File: src/rtl/cpu_sequencer.sv
// rtl/cpu_sequencer.sv - fetch/decode/writeback sequencer driving the register file and ALU
// Optional retired-instruction counter enabled by SEQ_PERF_CNT_EN.
module cpu_sequencer #(
  parameter int               PC_W     = 8,
  parameter logic [PC_W-1:0]  RESET_PC = '0
) (
  input  logic            clk,
  input  logic            rst,
  input  logic            start,
  output logic            imem_req,
  output logic [PC_W-1:0] imem_addr,
  input  logic [31:0]     imem_rdata,
  input  logic            imem_ack,
  input  logic            zero_flag,
  output logic [4:0]      read_reg1,
  output logic [4:0]      read_reg2,
  output logic [4:0]      write_reg,
  output logic [3:0]      ALU_Sel,
  output logic [4:0]      Shamt,
  output logic            write_enable,
  output logic            busy,
`ifdef SEQ_PERF_CNT_EN
  output logic [31:0]     instr_count,
`endif
  output logic            halted
);

  typedef enum logic [2:0] {
    S_IDLE  = 3'd0,
    S_FETCH = 3'd1,
    S_EXEC  = 3'd2,
    S_WB    = 3'd3,
    S_HALT  = 3'd4
  } state_t;

  localparam logic [3:0] OP_ALU  = 4'h1;
  localparam logic [3:0] OP_BZ   = 4'h2;
  localparam logic [3:0] OP_JMP  = 4'h3;
  localparam logic [3:0] OP_HALT = 4'hF;

  state_t          state_q, state_d;
  logic [PC_W-1:0] pc_q, pc_d;
  logic            armed_q;
  logic            load_ir;

  // Instruction register kept as its decoded fields; bit 4 carries nothing.
  logic [3:0] op_q;
  logic [4:0] rd_q, rs1_q, rs2_q;
  logic [7:0] imm_q;
  logic [3:0] alu_q;

  logic [PC_W-1:0] pc_inc;
  logic [PC_W-1:0] target;

  assign pc_inc = pc_q + PC_W'(1);
  assign target = PC_W'(imm_q);

  always_ff @(posedge clk or negedge rst) begin
    if (!rst) begin
      state_q <= S_IDLE;
      pc_q    <= RESET_PC;
      armed_q <= 1'b0;
      op_q    <= '0;
      rd_q    <= '0;
      rs1_q   <= '0;
      rs2_q   <= '0;
      imm_q   <= '0;
      alu_q   <= '0;
    end else begin
      state_q <= state_d;
      pc_q    <= pc_d;
      // Blocks a start that coincides with the first edge after reset release.
      armed_q <= 1'b1;
      if (load_ir) begin
        op_q  <= imem_rdata[31:28];
        rd_q  <= imem_rdata[27:23];
        rs1_q <= imem_rdata[22:18];
        rs2_q <= imem_rdata[17:13];
        imm_q <= imem_rdata[12:5];
        alu_q <= imem_rdata[3:0];
      end
    end
  end

  always_comb begin
    state_d      = state_q;
    pc_d         = pc_q;
    load_ir      = 1'b0;
    imem_req     = 1'b0;
    write_enable = 1'b0;
    busy         = 1'b0;
    halted       = 1'b0;
    case (state_q)
      S_IDLE: begin
        if (start && armed_q) begin
          state_d = S_FETCH;
          pc_d    = RESET_PC;
        end
      end
      S_FETCH: begin
        busy     = 1'b1;
        imem_req = 1'b1;
        if (imem_ack) begin
          load_ir = 1'b1;
          state_d = S_EXEC;
        end
      end
      S_EXEC: begin
        busy    = 1'b1;
        state_d = S_WB;
      end
      S_WB: begin
        busy    = 1'b1;
        state_d = S_FETCH;
        case (op_q)
          OP_ALU: begin
            write_enable = 1'b1;
            pc_d         = pc_inc;
          end
          OP_BZ:   pc_d    = zero_flag ? target : pc_inc;
          OP_JMP:  pc_d    = target;
          OP_HALT: state_d = S_HALT;
          default: pc_d    = pc_inc;
        endcase
      end
      S_HALT: begin
        halted = 1'b1;
        if (start && armed_q) begin
          state_d = S_FETCH;
          pc_d    = RESET_PC;
        end
      end
      default: state_d = S_IDLE;
    endcase
  end

  assign imem_addr = pc_q;
  assign read_reg1 = rs1_q;
  assign read_reg2 = rs2_q;
  assign write_reg = rd_q;
  assign ALU_Sel   = alu_q;
  // Branch and jump reuse the shamt bits as target, so shamt is masked for them.
  assign Shamt     = (op_q == OP_BZ || op_q == OP_JMP) ? 5'd0 : imm_q[7:3];

`ifdef SEQ_PERF_CNT_EN
  logic [31:0] cnt_q;

  always_ff @(posedge clk or negedge rst) begin
    if (!rst) begin
      cnt_q <= '0;
    end else if (state_q == S_WB) begin
      cnt_q <= cnt_q + 32'd1;
    end
  end

  assign instr_count = cnt_q;
`endif

endmodule

File: config.mk
export PLATFORM = sky130hd
export DESIGN_NAME = cpu_sequencer
export DESIGN_NICKNAME = d
export VERILOG_FILES = /design/src/rtl/cpu_sequencer.sv
export SDC_FILE = /design/constraint.sdc
export NUM_CORES = 1
export LEC_CHECK = 0
export BUFFER_PORTS_ARGS = -buffer_cell sky130_fd_sc_hd__buf_2
export CAP_MARGIN = 10
export CORE_MARGIN = 8
export CORE_UTILIZATION = 52
export DETAILED_ROUTE_END_ITERATION = 10
export GPL_TIMING_DRIVEN = 1
export PLACE_DENSITY = 0.82
export SLEW_MARGIN = 25
export SYNTH_ARGS = -nofsm -noshare
export SYNTH_HDL_FRONTEND = slang
export SYNTH_SLANG_ARGS = --single-unit
File: constraint.sdc
create_clock -name clk -period 4 [get_ports clk]
set_input_delay 1 -clock clk [delete_from_list [all_inputs] [get_ports clk]]
set_output_delay 1 -clock clk [all_outputs]
set_load 0.03 [all_outputs]
==> flow_metrics.py, run 1 <==
metrics = {
    "layout": {
        "syn_to_final_growth_pct": 25.0,
        "num-fill-cells": 282,
        "multi_input_area_um2": 832,
        "final_common_cell": "buf_2",
        "antenna_cells": 0,
        "layout.area.seq_um2": 1080,
        "nNetsFinal": 267,
        "layout_common_cells": "buf_2 (70), dfrtp_1 (43), mux2_2 (28)",
        "layout-drive-gt1-share": 0.474,
    },
    "power_and_ir_drop": {
        "peakVddDrop_uv": 597,
        "switchingPower_mw": 0.927,
        "p_sw_frac": 0.430,
        "p_leak_nw": 1.19,
        "internal-power_mw": 1.23,
        "p_seq_frac": 0.367,
        "total_power_mw": 2.16,
        "p_per_area_nw_per_um2": 879,
        "p_clk_frac": 0.158,
        "p_comb_frac": 0.474,
    },
    "drt": {
        "drtIter0Drc": 108,
        "ant_nets": 0,
        "wl_per_cell_um": 15.6,
        "dr_total_vias": 1512,
        "routed_wl_um": 4340,
        "viasPerCell": 5.44,
        "drc": 0,
        "firstDrtPassIters": 4,
    },
    "sta": {
        "report.final.setup_viol": 0,
        "rsz0062_at_grt": "no",
        "fin_tns_setup_ns": 0,
        "drv_slew": 0,
        "maxSlewHeadroom": 0.649,
        "fin_crit_sh": 0.655,
        "skew_ns": 0.00367,
        "max_freq_mhz": 382,
        "period_minus_slack_ns": 2.62,
        "tightest_slew_ns": 0.526,
        "finalHoldViolations": 0,
    },
    "die": {
        "rows": 22,
        "io_pins": 73,
        "die_y_um": 77.5,
        "coreArea_um2": 3660,
        "dieArea_um2": 6000,
        "start_util": 0.537,
        "fp.dieW_um": 77.5,
    },
    "synthesis": {
        "synthCells": 158,
        "synth_area_um2": 1960,
        "synthArstFlopShare": 1.00,
        "dominantRegCellSynth": "dfrtp_1",
        "synth-edff-count": 0,
        "yosysWarnings": 0,
        "synth_largest_area_cell": "dfrtp_1",
        "syn_nets": 196,
        "yosysTopAreaCellShare": 0.548,
        "syn_area_per_cell_um2": 12.4,
        "ys_types": 40,
        "synth.area.top_cells": "dfrtp_1 (55%), mux2_2 (16%), mux2i_1 (2.5%), o21ai_0 (2.3%), mux2_1 (2.3%)",
        "ys_seq_area_frac": 0.548,
        "ys_ff_latch": 43,
    },
    "flow_run": {
        "maxCapViolCount": 0,
    },
    "grt": {
        "antenna_found_initial": 0,
        "grt_pass1_wl_um": 7230,
        "overflow": 0,
        "grt_usage": 0.145,
        "grt_max_degree": 44,
        "grt_pass1_vias": 1572,
    },
    "critical_path": {
        "cpPeakStageDelay_ns": 0.53,
        "slowest_stage": "or3b_1",
        "endpoint_kind": "output port",
        "worstPathCellList": "or3b_1 -> and2_1 -> buf_2",
        "worst-path-max-fanout": 9,
        "worst_setup_path_start_kind": "flip-flop",
        "critPathRequiredTime_ns": 3.00,
        "crit_type": "flip-flop to output port",
        "arrival_ns": 1.62,
    },
    "clocking": {
        "clkSinkCount": 43,
        "cts_setup_buffers": 0,
        "cts_tree": "done",
        "clockBufferDepth": 2,
        "htree_levels": 2,
        "clk_latency_ns": 0.29,
        "cts_root_buf": "clkbuf_8",
        "cts_hold_buf": 0,
        "post_cts_resized": 0,
        "clk_pin_slew_ns": 0.08,
        "cts_buffers": 5,
    },
    "run_status": {
        "status": "complete, no violations",
    },
    "place": {
        "gp_congestion": 0.850,
        "hpwlAfterDp_um": 3240,
        "port_buffers": 71,
    },
    "hold_path": {
        "hold_path_class": "flip-flop to flip-flop",
    },
}
## cells by family (layout without fill, tap and decap cells)
group	after synthesis	count (layout)	synth area share
xor+xnor	1	1	0.00446
simple gates	45	45	0.133
other cells	1	1	0.00191
mux	37	37	0.209
flops	43	43	0.548
fa+ha+maj	1	1	0.00637
buf+inv	9	81	0.0287
compound gates	21	21	0.0688
## Yosys cell counts, types with 2 or more instances
cell type / n
nand2b_1: 2
mux2i_1: 5
nand3_1: 4
and2_1: 7
nand3b_1: 2
buf_2: 3
o21ai_0: 9
dfrtp_1: 43
buf_4: 3
nand2_1: 6
o22ai_1: 2
o2bb2ai_1: 3
mux2_2: 28
nand4_1: 3
and3_1: 2
mux2_1: 4
nor2_1: 8
nor2b_1: 2
## power by group through the flow
stage	logic (mW)	clock network [mW]	registers, mW
after floorplan	0.546	0	1.00
after detailed placement	1.03	0	0.795
after CTS	1.04	0.352	0.790
after global placement	1.01	0	0.783
final	1.02	0.342	0.792
after global routing	1.10	0.365	0.825
## critical path: cells and delay by family, from the launching register on
kind / cells / cell delay [ns]
DFF: 1 / 0.42
buffers and inverters: 1 / 0.17
and+or+nand+nor: 2 / 0.75
## final timing paths
check	start	slack, ns	cells past startpoint	end
worst min register to register	write_reg[4]	0.49	1	write_reg[4]
worst max-delay path	op_q[3]	1.38	3	Shamt[4]
worst min-delay path	write_reg[4]	0.49	1	write_reg[4]
min in group asynchronous	rst	0.69	1	write_reg[2]
worst max register to register	op_q[3]	2.22	4	imem_addr[4]
max in group asynchronous	rst	2.95	1	ALU_Sel[1]
## through the flow
stage	cell area [um^2]	setup slack [ns]	util	hold WS, ns	std cells
after floorplan	1960	1.39	-	0.458	158
after global routing	2450	1.30	0.671	0.503	278
after detailed placement	2330	1.70	0.638	0.471	270
after global placement	2330	1.71	0.638	0.464	270
after CTS	2450	1.36	0.670	0.490	278
final	2450	1.38	0.671	0.489	278
## routing by layer
layer  wire, um  global-route usage  vias to the layer above
met1       1790               0.160                      737
met3        499              0.0853                        6
met5          0                   0                        -
li1           -                   -                      707
met2       2010               0.231                       62
met4         46              0.0415                        0
## area by class of cell
class	instances	share of cell area
clock buffer	6	0.0336
tap	48	0.0245
timing repair buffer	72	0.149
multi-input combinational	106	0.339
clock inverter	2	0.0143
sequential	43	0.438
inverter	1	0.00153
Note: power is estimated with default switching activity, not from simulation.
==> run 2, diff against run 1 <==
CORE_UTILIZATION = 44   (was 52)
PLACE_DENSITY = 0.73   (was 0.82)
clock period = 2.35 ns   (was 4 ns; I/O delays follow)
==> flow_metrics.py, run 2 (same netlist as run 1, synthesis figures left out) <==
metrics = {
    "place": {
        "gp_congestion": 0.839,
        "dp.cells": 276,
        "dp_slack_ns": 0.466,
        "placed_area_um2": 2350,
        "hpwlAfterDp_um": 3380,
        "port_buffers": 71,
    },
    "critical_path": {
        "arrival_ns": 1.60,
        "r2r_start": "op_q[3]",
        "worst_setup_path_start_kind": "flip-flop",
        "worstRegToRegCells": 4,
        "crit_type": "flip-flop to output port",
        "endpoint_kind": "output port",
        "worst-path-max-fanout": 9,
        "rrSetupSlack_ns": 0.59,
        "critPathRequiredTime_ns": 1.76,
        "rr_endpoint": "imem_addr[4]",
    },
    "flow_run": {
        "maxCapViolCount": 0,
    },
    "grt": {
        "grt_pass1_wl_um": 7800,
        "grt_max_degree": 35,
        "overflow": 0,
        "grt_usage": 0.135,
        "grt_pass1_vias": 1674,
        "antenna_found_initial": 0,
    },
    "power_and_ir_drop": {
        "total_power_mw": 3.54,
        "p_per_area_nw_per_um2": 1450,
        "peakVddDrop_uv": 797,
        "p_leak_nw": 1.18,
    },
    "layout": {
        "nNetsFinal": 269,
        "antenna_cells": 0,
        "stdcell_area_um2": 2440,
        "syn_to_final_growth_pct": 24.2,
        "final_common_cell": "buf_2",
        "final_cells": 284,
        "layout_common_cells": "buf_2 (71), dfrtp_1 (43), mux2_2 (28)",
        "layout-drive-gt1-share": 0.474,
    },
    "drt": {
        "wl_per_cell_um": 15.7,
        "firstDrtPassIters": 4,
        "routed_wl_um": 4450,
        "ant_nets": 0,
        "drtIter0Drc": 66,
        "dr_total_vias": 1478,
        "drc": 0,
        "viasPerCell": 5.20,
    },
    "clocking": {
        "cts_root_buf": "clkbuf_8",
        "clkSinkCount": 43,
        "cts_buffers": 5,
        "clockBufferDepth": 2,
        "clk_latency_ns": 0.29,
        "cts_setup_buffers": 0,
        "cts_tree": "done",
        "htree_levels": 2,
        "cts_hold_buf": 0,
        "post_cts_resized": 0,
        "clk_pin_slew_ns": 0.08,
    },
    "sta": {
        "rsz0062_at_grt": "no",
        "report.final.setup_viol": 0,
        "fin_tns_setup_ns": 0,
        "finalHoldViolations": 0,
        "setup_ws_ns": 0.165,
        "skew_ns": 0.00479,
        "max_freq_mhz": 458,
        "drv_slew": 0,
        "period_minus_slack_ns": 2.18,
        "fin_crit_sh": 0.930,
        "tightest_slew_ns": 0.741,
        "maxSlewHeadroom": 0.506,
    },
    "die": {
        "rows": 24,
        "start_util": 0.454,
        "fp.dieW_um": 82.8,
        "die_y_um": 82.8,
        "coreArea_um2": 4320,
        "dieArea_um2": 6860,
        "io_pins": 73,
    },
    "hold_path": {
        "hold_path_class": "input port to asynchronous set/reset pin",
    },
    "run_status": {
        "status": "complete, no violations",
    },
}
[run 2: cell count changes in the layout (fill, tap and decap cells not counted), sizes merged]
cell      delta
bufinv       -1
clkinvlp     +1
buf          +2
[run 2: worst max path at each step]
stage / slack [ns] / depth (start not counted) / start / endpoint
finish: 0.17 / 3 / op_q[3] / Shamt[0]
global route: 0.07 / 3 / op_q[3] / Shamt[2]
CTS: 0.13 / 3 / op_q[3] / Shamt[0]
detailed placement: 0.47 / 3 / op_q[3] / Shamt[0]
global placement: 0.46 / 3 / op_q[3] / Shamt[1]
floorplan: 0.15 / 3 / state_q[0] / write_enable
[run 2: through the flow]
step                       util  hold WS [ns]
after floorplan               -         0.292
after global placement    0.545         0.462
after detailed placement  0.545         0.471
after CTS                 0.564         0.389
after global routing      0.564         0.418
final                     0.564         0.354
[run 2: final cells by class]
| type | instances | area [um^2] |
|---|---|---|
| inverters | 1 | 3.75 |
| clock buffers | 6 | 72.6 |
| multi-input cells | 106 | 832 |
| repair buffers | 74 | 378 |
| clock inverters | 2 | 12.5 |
| flip-flops and latches | 43 | 1080 |
| well taps | 52 | 65.1 |
| fillers | 369 | 1880 |
[run 2: power breakdown]
part / switching, mW / internal, mW
clock: 0.243 / 0.208
sequential: 0.266 / 1.08
combinational: 1.07 / 0.672
total: 1.58 / 1.96
[run 2: layer usage]
| layer | vias to the layer above | share of wire | routed length [um] | GRT usage |
|---|---|---|---|---|
| met1 | 705 | 0.44 | 1960 | 0.162 |
| li1 | 710 | - | - | - |
| met3 | 4 | 0.11 | 508 | 0.0791 |
| met5 | - | 0 | 0 | 0 |
| met4 | 0 | 0.0094 | 42 | 0.0431 |
| met2 | 59 | 0.44 | 1940 | 0.196 |
[run 2: worst max-delay path, cell delays in order (launching register included)]
cell and delay, ns:
dfrtp_1 0.41, or3b_1 0.52, and2_1 0.21, buf_2 0.17
==> run 3, diff against run 2 <==
REMOVE_ABC_BUFFERS = 1   (was default)
==> flow_metrics.py, run 3 (same netlist as run 1, synthesis figures left out) <==
metrics = {
    "clocking": {
        "clkSinkCount": 43,
        "cts_hold_buf": 0,
        "clockBufferDepth": 2,
        "cts_tree": "done",
        "clk_latency_ns": 0.28,
        "clk_pin_slew_ns": 0.08,
        "htree_levels": 2,
        "post_cts_resized": 0,
        "cts_buffers": 5,
        "cts_setup_buffers": 0,
        "cts_root_buf": "clkbuf_8",
    },
    "die": {
        "die_y_um": 82.8,
        "start_util": 0.454,
        "coreArea_um2": 4320,
        "io_pins": 73,
        "fp.dieW_um": 82.8,
        "dieArea_um2": 6860,
        "rows": 24,
    },
    "grt": {
        "grt_pass1_wl_um": 7710,
        "grt_pass1_vias": 1667,
        "grt_max_degree": 44,
        "grt_usage": 0.130,
        "antenna_found_initial": 0,
        "overflow": 0,
    },
    "sta": {
        "fin_crit_sh": 0.932,
        "rsz0062_at_grt": "no",
        "finalHoldViolations": 0,
        "report.final.setup_viol": 0,
        "period_minus_slack_ns": 2.19,
        "skew_ns": 0.00259,
        "drv_slew": 0,
        "maxSlewHeadroom": 0.648,
        "tightest_slew_ns": 0.529,
        "max_freq_mhz": 457,
        "fin_tns_setup_ns": 0,
    },
    "drt": {
        "met3RoutedLength_um": 459,
        "firstDrtPassIters": 4,
        "ant_nets": 0,
        "dr_total_vias": 1477,
        "routed_wl_um": 4390,
        "wl_per_cell_um": 15.5,
        "wl_met2_um": 2100,
        "wl_met1_um": 1780,
        "drc": 0,
        "drtIter0Drc": 41,
        "routed.top_layer": "met4",
        "viasPerCell": 5.22,
    },
    "critical_path": {
        "critPathRequiredTime_ns": 1.76,
        "r2r_start": "op_q[3]",
        "endpoint_kind": "output port",
        "worst_setup_path_start_kind": "flip-flop",
        "crit_type": "flip-flop to output port",
        "arrival_ns": 1.60,
        "worst-path-max-fanout": 9,
        "critPathLaunch": "op_q[3]",
    },
    "layout": {
        "multi_input_area_um2": 832,
        "layout.area.seq_um2": 1080,
        "layout-drive-gt1-share": 0.476,
        "antenna_cells": 0,
        "syn_to_final_growth_pct": 25.5,
        "layout_common_cells": "buf_2 (71), dfrtp_1 (43), mux2_2 (28)",
        "nNetsFinal": 268,
        "final_cells": 283,
        "final_common_cell": "buf_2",
        "num-fill-cells": 399,
    },
    "power_and_ir_drop": {
        "p_per_area_nw_per_um2": 1490,
        "peakVddDrop_uv": 697,
        "p_leak_nw": 1.19,
    },
    "hold_path": {
        "hold_path_class": "input port to asynchronous set/reset pin",
    },
    "place": {
        "gp_congestion": 0.787,
        "dp.cells": 275,
        "port_buffers": 71,
        "hpwlAfterDp_um": 3320,
    },
    "flow_run": {
        "maxCapViolCount": 0,
    },
    "run_status": {
        "status": "complete, no violations",
    },
}
## run 3: changes by cell type in the layout (fill, tap and decap cells not counted), sizes merged
cell,change
buf,-1
clkinvlp,-1
bufinv,+1
## run 3: power breakdown
part	switching [mW]	internal, mW
clock	0.241	0.344
sequential	0.263	1.08
combinational	1.07	0.671
total	1.58	2.09
## run 3: worst paths after layout
check                               end  slack, ns  cells past startpoint
setup / recovery               Shamt[2]       0.16                      3
hold / removal             write_reg[4]       0.36                      2
setup reg to reg           imem_addr[4]       0.59                      4
hold reg to reg            write_reg[4]       0.48                      1
max in group asynchronous  read_reg1[1]       1.63                      2
min in group clk           write_reg[4]       0.48                      1
## run 3: per-layer routing
| layer | vias up | global-route usage |
|---|---|---|
| met5 | - | 0 |
| met4 | 0 | 0.0367 |
| met3 | 7 | 0.0674 |
| met2 | 50 | 0.214 |
| met1 | 707 | 0.144 |
| li1 | 713 | - |
## run 3: layout make-up
class                      instances  area share
timing repair buffer              73       0.150
sequential                        43       0.437
tap                               52      0.0264
clock buffer                       6      0.0335
multi-input combinational        106       0.338
clock inverter                     2      0.0142
inverter                           1     0.00152
## run 3: critical path: stages, from the launching register on
cell and delay, ns:
dfrtp_1 0.42, or3b_1 0.52, and2_1 0.21, buf_2 0.17
## run 3: through the flow
stage,hold WS (ns),total power [mW],cell area (um^2),worst slack (ns),utilization
after global placement,0.462,3.08,2350,0.475,0.543
after detailed placement,0.471,3.13,2350,0.470,0.543
final,0.364,3.67,2460,0.160,0.570
after CTS,0.379,3.72,2460,0.147,0.570
after global routing,0.405,3.92,2460,0.0694,0.570
after floorplan,0.292,2.58,1910,0.00152,-
